[config.mk]
export PLATFORM = sky130hd
export DESIGN_NAME = regfile_scoreboard
export DESIGN_NICKNAME = d
export VERILOG_FILES = /design/src/rtl/cpu_pkg.sv /design/src/rtl/scoreboard_bits.sv /design/src/rtl/regfile_scoreboard.sv
export SDC_FILE = /design/constraint.sdc
export NUM_CORES = 1
export LEC_CHECK = 0
export CAP_MARGIN = 20
export CORE_ASPECT_RATIO = 1.4
export CORE_MARGIN = 2
export CORE_UTILIZATION = 25
export CTS_CLUSTER_DIAMETER = 30
export DETAILED_ROUTE_END_ITERATION = 7
export GPL_TIMING_DRIVEN = 0
export HOLD_SLACK_MARGIN = 0.02
export SYNTH_ARGS = -nofsm -noshare
export SYNTH_HDL_FRONTEND = slang
export SYNTH_SLANG_ARGS = --single-unit
[constraint.sdc]
create_clock -name clk -period 5.2 [get_ports clk]
set_input_delay 1.04 -clock clk [delete_from_list [all_inputs] [get_ports clk]]
set_output_delay 1.04 -clock clk [all_outputs]
set_load 0.02 [all_outputs]
[src/rtl/cpu_pkg.sv]
// Shared CPU datapath types and widths used by the register file, operand mux, ALU and decoder.
package cpu_pkg;

    localparam int DATA_W     = 16;
    localparam int REG_ADDR_W = 3;
    localparam int NUM_REGS   = 2 ** REG_ADDR_W;

    localparam logic [REG_ADDR_W-1:0] ZERO_REG = 3'd0;

    typedef logic [REG_ADDR_W-1:0] reg_addr_t;
    typedef logic [DATA_W-1:0]     word_t;

endpackage

[src/rtl/scoreboard_bits.sv]
// Pending-writeback bit per register, set/clear priority and the RAW/WAW stall OR tree.
module scoreboard_bits
    import cpu_pkg::*;
#(
    parameter int ADDR_W = REG_ADDR_W
) (
    input  logic                    clk,
    input  logic                    rst,
    input  logic                    issue_en,
    input  logic [ADDR_W-1:0]       issue_addr,
    input  logic                    wr_en,
    input  logic [ADDR_W-1:0]       wr_addr,
    input  logic [ADDR_W-1:0]       ra_addr,
    input  logic                    ra_used,
    input  logic [ADDR_W-1:0]       rb_addr,
    input  logic                    rb_used,
    input  logic [2**ADDR_W-1:0]    byp_mask,
    output logic                    stall,
    output logic [2**ADDR_W-1:0]    pend_out
);

    localparam int N_REGS = 2 ** ADDR_W;

    logic [N_REGS-1:0] pend;
    logic [N_REGS-1:0] set_vec;
    logic [N_REGS-1:0] clr_vec;
    logic [N_REGS-1:0] pend_eff;

    // NOTE: every always_comb output gets a default first so no path leaves it unassigned (no latch).
    always_comb begin
        set_vec = '0;
        clr_vec = '0;
        if (issue_en) set_vec[issue_addr] = 1'b1;
        if (wr_en)    clr_vec[wr_addr]    = 1'b1;
        set_vec[0] = 1'b0;

        pend_eff = pend & ~byp_mask;
        stall    = (ra_used  & pend_eff[ra_addr])
                 | (rb_used  & pend_eff[rb_addr])
                 | (issue_en & pend_eff[issue_addr]);
    end

    // Set is OR'd in after the clear, so a new producer supersedes a same-cycle writeback.
    // NOTE: sequential state uses non-blocking assignments so all flops sample pre-edge values.
    always_ff @(posedge clk) begin
        if (rst) pend <= '0;
        else     pend <= (pend & ~clr_vec) | set_vec;
    end

    assign pend_out = pend;

endmodule

[src/rtl/regfile_scoreboard.sv]
// 8x16 register file (R0 hardwired zero) with pending-write scoreboard and stall generation.
// Optional same-cycle write-to-read bypass when REGFILE_WR_BYPASS_EN is defined.
module regfile_scoreboard
    import cpu_pkg::*;
#(
    parameter int DATA_W = cpu_pkg::DATA_W,
    parameter int ADDR_W = cpu_pkg::REG_ADDR_W
) (
    input  logic                    clk,
    input  logic                    rst,
    input  logic [ADDR_W-1:0]       ra_addr,
    input  logic                    ra_used,
    input  logic [ADDR_W-1:0]       rb_addr,
    input  logic                    rb_used,
    output logic [DATA_W-1:0]       rd_data_a,
    output logic [DATA_W-1:0]       rd_data_b,
    input  logic                    issue_en,
    input  logic [ADDR_W-1:0]       issue_addr,
    input  logic                    wr_en,
    input  logic [ADDR_W-1:0]       wr_addr,
    input  logic [DATA_W-1:0]       wr_data,
    output logic                    stall,
    output logic [2**ADDR_W-1:0]    pending_mask
);

    localparam int N_REGS = 2 ** ADDR_W;

    logic [DATA_W-1:0] regs [N_REGS];
    logic              wr_live;
    logic [N_REGS-1:0] byp_mask;

    assign wr_live = wr_en && (wr_addr != ADDR_W'(ZERO_REG));

    // NOTE: the array is reset explicitly because reset must visibly zero every register;
    // this forces flops rather than a RAM macro, which is fine at 8 entries.
    always_ff @(posedge clk) begin
        if (rst) begin
            for (int i = 0; i < N_REGS; i++) regs[i] <= '0;
        end else if (wr_live) begin
            regs[wr_addr] <= wr_data;
        end
    end

`ifdef REGFILE_WR_BYPASS_EN
    always_comb begin
        rd_data_a = (wr_live && ra_addr == wr_addr) ? wr_data : regs[ra_addr];
        rd_data_b = (wr_live && rb_addr == wr_addr) ? wr_data : regs[rb_addr];
        byp_mask  = '0;
        if (wr_live) byp_mask[wr_addr] = 1'b1;
    end
`else
    assign rd_data_a = regs[ra_addr];
    assign rd_data_b = regs[rb_addr];
    assign byp_mask  = '0;
`endif

    scoreboard_bits #(
        .ADDR_W (ADDR_W)
    ) u_scoreboard_bits (
        .clk        (clk),
        .rst        (rst),
        .issue_en   (issue_en),
        .issue_addr (issue_addr),
        .wr_en      (wr_en),
        .wr_addr    (wr_addr),
        .ra_addr    (ra_addr),
        .ra_used    (ra_used),
        .rb_addr    (rb_addr),
        .rb_used    (rb_used),
        .byp_mask   (byp_mask),
        .stall      (stall),
        .pend_out   (pending_mask)
    );

endmodule

==> reports/results.tsv <==
metric	value	unit
Core Area	28220	um2
Fin Setup TNS	0	ns
CP startpoint kind	input pin	
Hold Vio Cnt, Final	0	
Setup Crit Path Kind	input pin to primary output	
MaxCap Viol Count	0	
WL final	20520	um
Seq cells post-synth	136	
Cell Pwr Density	332.4	nW/um2
total number of yosys warnings	0	
die area	29890	um2
post-synthesis async set-or-reset flop share	0	
Chip Width	146.7	um
initial core utilization	0.2525	
initial drt markers	306	
achievable frequency	223.4	MHz
Tightest Pin Transition	1.073	ns
Rows	73	
reg2reg path depth	2	
routed length per instance	21.97	um
port bufs	65	
VDD IR max	204.7	uV
post-route DRC violation count	0	
worst min path class	flop to flop	
FF-to-FF End	u_scoreboard_bits.pend_out[0]	
Post-synth top cells	128 x edfxtp_1, 112 x and2_1, 67 x mux4_2	
Synth area leader	edfxtp_1	
first-pass GRT wire length	29920	um
Avg Cell Area, Syn	16.08	um2
Period minus WS final	4.476	ns
n_diodes	0	
clk_skew	0	ns
initial antenna violation count	0	
GRT Residual Overflow	0	
hold_buf cts	0	
largest net degree at the start of global routing	18	
I/O pin cnt	75	
dpl cells	902	
number of clock buffers inserted by TritonCTS	17	
sequential area share after synthesis	0.5619	
dpl hpwl	13820	um
Post-Layout Cell Count	934	
Post-synth EDFFs	128	
layout cells sized above 1	0.2773	
Synth cell types	32	
clock buffer depth	2	
max-slew violation count	0	
Critical Path Start	rb_addr[2]	
CTS clk-pin slew, worst paths	0.06	ns
setup bufs post-CTS	0	
Die Y	203.8	um
RSZ-0062 raised after global routing	no	
H-tree levels	4	
PostCTS Resize Cnt	0	
Setup-failing EPs final	0	
commonest register cell after synthesis	edfxtp_1	
post-synth top area share	0.5394	
Post-DRT Antenna Nets	0	
Setup crit end kind	primary output	
Total GRT Usage	0.1403	
number of global-route vias before repair	4671	
P_leak	3.048	nW
Skew-Pair Late Insertion Delay	0.42	ns
synthesis-to-layout area growth	26.06	%
Clock Tree Root	clkbuf_16	
Crit Path Max Fanout	10	
Post-Syn Area	7126	um2
synth top area cells	edfxtp_1 54%, mux4_2 21%, and2_1 9.8%	
CTS tree	yes	
Reg2Reg Setup Slack	4.48	ns
top-count cell post-synth	edfxtp_1	
reg2reg start	u_scoreboard_bits.pend_out[0]	
CP required	4.16	ns
GPL Wtd Cong	0.7869	
TritonCTS Sinks	136	
Critical Path Sink	rd_data_b[4]	
vias per cell	4.671	
routed vias	4363	
Hold WS	0.5253	ns
nets	580	
period utilization	0.8608	
router iterations before antenna repair	4	
slew margin rel.	0.2793	
synthesized instance count	443	
status	finished, final reports clean	
WP data arrival	3.44	ns
[sequential cells by signal, indices dropped and copies added (netlist names)]
name and cells:
regs 128, u_scoreboard_bits.pend_out 8
[worst min path at each step]
stage,cells past startpoint,start,endpoint
6_report,2,u_scoreboard_bits.pend_out[6],u_scoreboard_bits.pend_out[6]
5_1_grt,2,u_scoreboard_bits.pend_out[7],u_scoreboard_bits.pend_out[7]
4_1_cts,2,u_scoreboard_bits.pend_out[7],u_scoreboard_bits.pend_out[7]
3_5_place_dp,2,u_scoreboard_bits.pend_out[7],u_scoreboard_bits.pend_out[7]
3_3_place_gp,2,u_scoreboard_bits.pend_out[2],u_scoreboard_bits.pend_out[2]
2_1_floorplan,2,u_scoreboard_bits.pend_out[0],u_scoreboard_bits.pend_out[0]
[stage by stage]
step                      total power (W)    util  cell area (um2)  setup slack [ns]
after global routing             0.003080  0.3183             8982            0.6457
after detailed placement         0.001782  0.2970             8382            0.7215
final                            0.002986  0.3183             8982            0.7241
after floorplan                  0.001576       -             7182             1.804
after global placement           0.001768  0.2941             8302            0.7191
after CTS                        0.003006  0.3183             8982            0.7163
[worst max-delay path, cell delays in order]
cell and delay [ns]:
clkbuf_1 0.59, clkbuf_1 0.79, mux2_2 0.45, clkdlybuf4s50_1 0.54
[per-layer routing]
metal | track usage | routed length, um
met4 | 0.05236 | 532
met2 | 0.2594 | 11030
met3 | 0.01991 | 1082
met5 | 0 | 0
met1 | 0.1643 | 7873
[area by class of cell]
class | instances | area, um2
multi-input cells | 285 | 3024
fillers | 2742 | 19240
flip-flops and latches | 136 | 4004
clock inverters | 14 | 171.4
repair buffers | 69 | 719.4
plain buffers | 32 | 146.4
clock buffers | 18 | 429.2
well taps | 375 | 469.2
inverters | 5 | 18.77
[power by group]
part	internal, W	switching (W)	leakage [nW]
Combinational	0.000227	0.000221	1.46
Sequential	0.00127	0.0000340	1.30
Clock	0.000757	0.000475	0.287
Total	0.00226	0.000730	3.05
[placed cells by master, fill, tap and decap left out, types with 2 or more instances in the layout]
cell type,count
clkbuf_16,17
mux4_2,67
dfxtp_1,8
edfxtp_1,128
clkbuf_1,20
conb_1,16
clkinv_2,3
mux2_2,34
buf_4,2
and2_1,112
o21bai_2,3
o21ai_0,7
clkdlybuf4s50_1,65
inv_1,5
nor2_1,8
bufinv_16,3
clkinvlp_4,3
nand3_1,5
nor2b_1,2
inv_6,3
nand3b_1,2
buf_6,2
a21oi_1,5
a31o_2,4
clkinv_4,2
buf_2,9
mux2i_1,2
mux4_1,2
buf_8,2
nand2_1,7
[logic make-up after synthesis]
logic type	Yosys count	synth area share
and+or+nand+nor	142	0.1194
other	1	0.0005263
buffers and inverters	37	0.02318
DFF	136	0.5619
AOI/OAI and AO/OA	22	0.01931
muxes	105	0.2757
(Power assumes the default switching activity.)
